<file path="src/rtl/sweep_pkg.sv">
// Shared types and constants for the sweep scheduler and its step counter.
package sweep_pkg;

   // Scheduler FSM: arbitrate, sweep, one-cycle completion gap.
   typedef enum logic [1:0] {
      IDLE = 2'd0,
      RUN  = 2'd1,
      GAP  = 2'd2
   } state_t;

   // Step index width is fixed; LEN may be anything from 2 to 64.
   localparam int IDX_W       = 6;
   localparam int LEN_DEFAULT = 64;

endpackage

</file>
<file path="src/rtl/sweep_step_ctr.sv">
// Step counter for one sweep: counts 0..LEN-1 while enabled and wraps to 0
// after the terminal count, so the index is already 0 for the next sweep.
module sweep_step_ctr
   import sweep_pkg::*;
#(
   parameter int LEN = LEN_DEFAULT
) (
   input  logic             clk,
   input  logic             rst,
   input  logic             clr,
   input  logic             en,
   output logic [IDX_W-1:0] idx,
   output logic             last
);

   localparam logic [IDX_W-1:0] TC = IDX_W'(LEN - 1);

   assign last = (idx == TC);

   // Advance one step per enabled cycle, wrapping at the terminal count.
   always_ff @(posedge clk or posedge rst) begin
      // NOTE: sequential state uses non-blocking assignments so every flop
      // samples the pre-edge values of the others, independent of block order.
      if (rst) begin
         idx <= '0;
      end else if (clr) begin
         idx <= '0;
      end else if (en) begin
         idx <= last ? '0 : idx + 1'b1;
      end
   end

endmodule

</file>
<file path="src/rtl/sweep_sched.sv">
// Round-robin scheduler that hands a single sweep engine to one of NREQ
// requesters at a time. A granted sweep always runs all LEN steps (pause only
// stretches it), then a one-cycle GAP pulses done to the owner before the
// engine returns to IDLE for the next arbitration.
module sweep_sched
   import sweep_pkg::*;
#(
   parameter int NREQ = 4,
   parameter int LEN  = LEN_DEFAULT
) (
   input  logic             clk,
   input  logic             rst,
   input  logic [NREQ-1:0]  req,
   input  logic             pause,
   output logic [NREQ-1:0]  grant,
   output logic             busy,
   output logic             step_valid,
   output logic [IDX_W-1:0] step_idx,
   output logic [NREQ-1:0]  done
);

   localparam int              PW  = (NREQ > 1) ? $clog2(NREQ) : 1;
   localparam logic [NREQ-1:0] ONE = NREQ'(1);

   state_t          state;
   logic [PW-1:0]   ptr;
   logic [PW-1:0]   owner;
   logic [PW-1:0]   pick_idx;
   logic            pick_found;
   int              cand;
   logic            ctr_en;
   logic            ctr_clr;
   logic            ctr_last;

   // Round-robin pick: first requester at or above ptr, wrapping past NREQ-1.
   always_comb begin
      // NOTE: every combinational output gets a default before the loop so
      // no path leaves it unassigned, which would otherwise infer a latch.
      pick_found = 1'b0;
      pick_idx   = '0;
      cand       = 0;
      for (int i = 0; i < NREQ; i++) begin
         cand = (int'(ptr) + i) % NREQ;
         if (!pick_found && req[cand[PW-1:0]]) begin
            pick_found = 1'b1;
            pick_idx   = cand[PW-1:0];
         end
      end
   end

   // The counter only moves on issued steps and is held at 0 between sweeps.
   assign ctr_en  = (state == RUN) && step_valid;
   assign ctr_clr = (state == IDLE);

   sweep_step_ctr #(
      .LEN (LEN)
   ) u_step_ctr (
      .clk  (clk),
      .rst  (rst),
      .clr  (ctr_clr),
      .en   (ctr_en),
      .idx  (step_idx),
      .last (ctr_last)
   );

   // Scheduler FSM with registered grant/busy/step_valid/done.
   always_ff @(posedge clk or posedge rst) begin
      if (rst) begin
         state      <= IDLE;
         ptr        <= '0;
         owner      <= '0;
         grant      <= '0;
         busy       <= 1'b0;
         step_valid <= 1'b0;
         done       <= '0;
      end else begin
         case (state)
            IDLE: begin
               done <= '0;
               busy <= 1'b0;
               // pause is deliberately ignored here: the first step of a
               // new sweep is always issued.
               if (pick_found) begin
                  state      <= RUN;
                  owner      <= pick_idx;
                  grant      <= ONE << pick_idx;
                  busy       <= 1'b1;
                  step_valid <= 1'b1;
               end
            end
            RUN: begin
               if (step_valid && ctr_last) begin
                  state      <= GAP;
                  grant      <= '0;
                  step_valid <= 1'b0;
                  done       <= ONE << owner;
               end else begin
                  step_valid <= ~pause;
               end
            end
            GAP: begin
               state <= IDLE;
               done  <= '0;
               busy  <= 1'b0;
               ptr   <= (owner == PW'(NREQ - 1)) ? '0 : owner + 1'b1;
            end
            default: begin
               state <= IDLE;
            end
         endcase
      end
   end

endmodule

</file>
<file path="config.mk">
export PLATFORM = sky130hd
export DESIGN_NAME = sweep_sched
export DESIGN_NICKNAME = d
export VERILOG_FILES = /design/src/rtl/sweep_pkg.sv /design/src/rtl/sweep_step_ctr.sv /design/src/rtl/sweep_sched.sv
export SDC_FILE = /design/constraint.sdc
export NUM_CORES = 1
export LEC_CHECK = 0
export ABC_AREA = 0
export ABC_CLOCK_PERIOD_IN_PS = 2400
export BUFFER_PORTS_ARGS = -buffer_cell sky130_fd_sc_hd__clkbuf_2
export CORE_MARGIN = 2
export CORE_UTILIZATION = 45
export DETAILED_ROUTE_END_ITERATION = 16
export PLACE_DENSITY = 0.69
export REMOVE_ABC_BUFFERS = 1
export SKIP_LAST_GASP = 1
export SLEW_MARGIN = 30
export SYNTH_ARGS = -nofsm -noshare
export SYNTH_HDL_FRONTEND = slang
export SYNTH_HIERARCHICAL = 1
export SYNTH_SLANG_ARGS = --single-unit
</file>
<file path="constraint.sdc">
create_clock -name clk -period 2.4 [get_ports clk]
set_clock_uncertainty 0.2 [all_clocks]
set_input_delay 0.24 -clock clk [delete_from_list [all_inputs] [get_ports clk]]
set_output_delay 0.24 -clock clk [all_outputs]
set_load 0.05 [all_outputs]
</file>
=== Word-level counts from Yosys, hierarchy flattened ===
Index checks and enable logic that the tools add are counted.

* Add/sub/neg operators: 5
* Order comparisons: 4
* Equal/unequal tests: 6
* Shifts and indexed selects: 2
* Multiplexer cells: 33
* Bitwise gates (word level): 1
* Reductions and logical operators: 19

{| class="wikitable"
|+ Operator list
! cell !! count
|-
| 6-bit 2-to-1 mux || 3
|-
| 4-bit case mux with 2 select lines || 2
|-
| 2-bit 2-to-1 mux || 7
|-
| 2-bit by 3-bit less-than comparator with 1-bit output (second input constant) || 4
|-
| 4-bit 2-to-1 mux || 3
|-
| 1-bit 2-to-1 mux || 11
|-
| 1-bit binary-select mux with 2-bit select || 4
|-
| 2-bit AND reduction || 4
|-
| 2-bit nonzero test || 4
|-
| 1-bit by 2-bit left shift with 4-bit output (first input constant) || 2
|-
| 6-bit by 1-bit adder with 6-bit output (second input constant) || 1
|-
| 6-bit equality test (second input constant) || 1
|-
| 1-bit logical AND || 5
|-
| 2-bit by 1-bit adder with 2-bit output (second input constant) || 2
|-
| 2-bit adder (second input constant) || 2
|-
| 2-bit equality test (second input constant) || 2
|-
| 1-bit case mux with 2 select lines || 2
|-
| 2-bit case mux with 2 select lines || 1
|-
| 1-bit logical NOT || 3
|-
| 3-bit AND reduction || 1
|-
| 2-bit by 1-bit equality test with 1-bit output (second input constant) || 1
|-
| 2-bit logical NOT || 1
|-
| 2-bit by 1-bit inequality test with 1-bit output (second input constant) || 1
|-
| 2-bit inequality test (second input constant) || 1
|-
| 2 further kinds || 2
|}

* Flip-flop bits (word level): 22
* Input bits: 7
* Output and inout bits: 16
* Word-level logic and storage cells: 78

=== Depth between registers and ports, before layout ===
* Word-level depth: 15
* Depth in mapped cells: 9
* Mapped depth without buffers: 8

=== Cells and area by module ===
The synthesis kept the hierarchy.

{| class="wikitable"
|+ By module, submodules not included
! module !! times used !! cells an instance !! area each (um2) !! seq. area each (um2)
|-
| sweep_sched || 1 || 86 || 868.3 || 400.4
|-
| sweep_step_ctr || 1 || 35 || 324.1 || 150.1
|}

=== Least setup slack after synthesis ===
No wires, ideal clock.

* Kind: register -> register
* From: reg u_step_ctr.idx[0]
* To: reg grant[1]
* Setup time: 0.123 ns
* Arrival: 1.833 ns
* Required time: 2.077 ns
* Setup slack: 0.243 ns
* Cell stages (with the launch flop): 9
* Path buffers: 1
* Period minus slack after synthesis: 2.157 ns
* Cell sequence: dfrtp_1 > ha_1 > nand3_1 > nor2_1 > nand2_1 > or2_1 > buf_6 > nand3_2 > o31ai_2

* Cells in the longest elaborated chain, start to end: 4

{| class="wikitable"
|+ Ends and longest elaborated chain
! element !! RTL line !! text
|-
| start: declaration || sweep_step_ctr.sv:12 || <nowiki>output logic [IDX_W-1:0] idx,</nowiki>
|-
| start signal: assignment || sweep_step_ctr.sv:29 || <nowiki>idx <= last ? '0 : idx + 1'b1;</nowiki>
|-
| 6-bit equality test || sweep_step_ctr.sv:18 || <nowiki>assign last = (idx == TC);</nowiki>
|-
| via ctr_last || sweep_sched.sv:33 || <nowiki>logic ctr_last;</nowiki>
|-
| 1-bit logical AND || sweep_sched.sv:92 || <nowiki>if (step_valid && ctr_last) begin</nowiki>
|-
| 2-bit by 1-bit inequality test with 1-bit output (no line) || - ||
|-
| 3-bit AND reduction (no line) || - ||
|-
| end signal: assignment || sweep_sched.sv:86 || <nowiki>grant <= ONE << pick_idx;</nowiki>
|-
| end: declaration || sweep_sched.sv:15 || <nowiki>output logic [NREQ-1:0] grant,</nowiki>
|}

The timed path passes the listed nets, and every way through them passes these cells.
A chain may end at the register's enable or synchronous reset.

=== Worst setup path after layout ===
* From: reg u_step_ctr.idx[0]
* To: reg grant[0]

Same word-level chain as after synthesis.

==> results.tsv <==
stage	metric	value	unit
worst_setup_path	max_stage_delay	0.49	ns
cells_and_area	area_delta_synth_final	12.7	%
timing	tightest_slew	0.604	ns
logic_synthesis	yosys.cell_count.top_type	dfrtp_1	
timing	setup_viol	0	
min_path	min_path_cells	3	
clock_network	cts.sink_count	22	
route	drc	0	
floorplan	ios	23	
cells_and_area	final_layout_size_suffix_gt1_share	29.0	%
worst_setup_path	rr_worst_depth	7	
place	gp_congestion	0.745	
route	vias	914	
worst_setup_path	worstPathArrival	1.99	ns
logic_synthesis	post_synth_num_cell_types	36	
job	drv_cap	0	
timing	hold_ws	0.0295	ns
pwr	vdd_drop_max	0.787	mV
worst_setup_path	required	2.39	ns
place	portBuffers	22	
clock_network	insertion_delay	0.30	ns
logic_synthesis	seq_area_frac_synth	46.2	%
route	wl	2180	um
grt	track_usage	16.2	%
route	wl_per_cell	12.5	um
floorplan	initial_core_util	47.7	%
timing	fin_crit	2.01	ns
worst_setup_path	path_class	register to register	
logic_synthesis	ys_seq_elements	22	
route	ant_nets	0	
outcome	status	finished clean	
logic_synthesis	synth_commonest_cells	dfrtp_1, nand2_1, nor2_1, a21oi_1	
clock_network	h-tree-depth	1	
worst_setup_path	timing.rr.end	grant[0]	
cells_and_area	nFillCells	260	
logic_synthesis	synthArstFlopShare	100	%
clock_network	cts-root-buf	clkbuf_4	
worst_setup_path	critPathLaunchType	register	
clock_network	path_clk_slew	0.12	ns
timing	slew_headroom	59.7	%
grt	grt_max_degree	17	
timing	rsz0062_at_grt	false	
min_path	hold_path_class	input port to register	
floorplan	row_count	18	
cells_and_area	diodes	0	
grt	grt.overflow.total	0	
logic_synthesis	synth_cells	121	
timing	final-max-slew-violation-count	0	
logic_synthesis	synth_area	0.00119	mm2
grt	grt_antenna_before_repair	0	
timing	hold_viol_final	0	
grt	grt_pass1_wl	3910	um
clock_network	tritoncts	yes	
logic_synthesis	synth_area_leaders	dfrtp_1, nand2_1, ha_1	
clock_network	clock_tree.buffer_depth	2	
floorplan	die_w	55.5	um
logic_synthesis	avgSynthCellArea	9.85	um2
worst_setup_path	critPathCaptureType	register	
timing	fin_crit_sh	83.6	%
logic_synthesis	netlist.area_leader.share	46.2	%
worst_setup_path	rrSetupSlack	0.39	ns
floorplan	design.core.area	0.00250	mm2
logic_synthesis	ys.warnings.count	6	
min_path	hp-start	pause	
pwr	leakagePower	0.652	nW
clock_network	post_cts_resized	0	
floorplan	die_area	0.00308	mm2
route	drt_iter0_drc	14	
worst_setup_path	critical_path.max_fanout	9	
logic_synthesis	synth_edf_count	0	
timing	finalSetupTns	0	ns
route	viasPerCell	5.22	
clock_network	cts_buffers	3	
worst_setup_path	crit_chain	ha_1 > nand3_1 > nor2_1 > nand2_1 > or2_1 > nand3_2 > o31ai_1	
route	drtPass1Iterations	4	
worst_setup_path	timing.rr.start	u_step_ctr/idx[0]	
worst_setup_path	worst_path_max_delay_cell	dfrtp_1	
logic_synthesis	yosys_most_used_dff	dfrtp_1	
grt	grt_pass1_vias	895	
floorplan	die_h	55.5	um
cells_and_area	final_net_count	159	
min_path	min_to	step_valid	
logic_synthesis	yosysTopAreaCell	dfrtp_1	
timing	max_freq	499	MHz
pwr	power_density	967	mW/mm2
place	dp_hpwl	1700	um
[area by class of cell]
class / instances / area, um2 / share of cell area [%]
well taps: 30 / 37.5 / 2.79
multi-input cells: 88 / 572 / 42.6
flip-flops and latches: 22 / 551 / 41.0
clock buffers: 3 / 22.5 / 1.68
repair buffers: 25 / 135 / 10.1
inverters: 7 / 26.3 / 1.96
[cells in the final DEF, fill, tap and decap left out, drive strengths merged, types with 3 or more instances in the layout]
cell	n
a21oi	7
clkbuf	25
dfrtp	22
ha	5
inv	7
nand2	19
nand2b	5
nand3	10
nand4	3
nor2	11
o21ai	4
o31ai	5
[registers in the layout (all words and copies together), names as in the netlist]
register,count
grant,4
step_valid,1
done,4
ptr,2
busy,1
state,2
u_step_ctr/idx,6
owner,2
[cells by family after synthesis]
logic type,synth area share (%)
adder cells (fa/ha/maj),5.25
multiplexers,3.57
flip-flops,46.2
buffers and inverters,5.88
AO/OA/AOI/OAI,11.8
XOR/XNOR,1.47
AND/OR/NAND/NOR,25.9
[power by group]
| part | switching [mW] | internal, mW | leakage, nW | total, mW |
|---|---|---|---|---|
| logic | 0.410 | 0.163 | 0.358 | 0.573 |
| registers | 0.108 | 0.454 | 0.281 | 0.562 |
| clock network | 0.106 | 0.0586 | 0.0138 | 0.164 |
[critical path, delay by kind of cell (launching register included)]
kind,cells,cell delay [ns]
adder cells (fa/ha/maj),1,0.25
AO/OA/AOI/OAI,1,0.08
flip-flops,1,0.49
AND/OR/NAND/NOR,5,0.88
[layer usage]
layer	global-route usage, %	share of wire [%]	vias to the layer above
met5	0	0	-
met3	3.98	3.8	4
met1	20.6	49	426
met4	7.32	1.7	0
met2	26.0	45	21
li1	-	-	463
[through the flow]
stage               setup slack [ns]  area [um2]  total power [mW]  utilization (%)  cells
floorplan                      0.214        1150              1.00                -    117
global route                   0.195        1340              1.39             53.8    175
detailed placement             0.391        1310              1.15             52.5    171
finish                         0.394        1340              1.30             53.8    175
CTS                            0.362        1340              1.31             53.8    175
global placement               0.457        1310              1.13             52.5    171
[worst max-delay path by stage]
| stage | cells after the start | to | start |
|---|---|---|---|
| floorplan | 7 | grant[1] | u_step_ctr/idx[0] |
| global placement | 7 | grant[2] | u_step_ctr/idx[0] |
| detailed placement | 7 | grant[0] | u_step_ctr/idx[0] |
| CTS | 7 | grant[0] | u_step_ctr/idx[0] |
| global route | 8 | done[2] | u_step_ctr/idx[0] |
| finish | 7 | grant[0] | u_step_ctr/idx[0] |
[what timing repair did]
item / in CTS / in global routing
endpoints found under the hold margin: 22 / 0
hold buffers: 1 / 0
buffers inserted: 0 / 0
No activity file was read; power rests on OpenSTA's default activity.
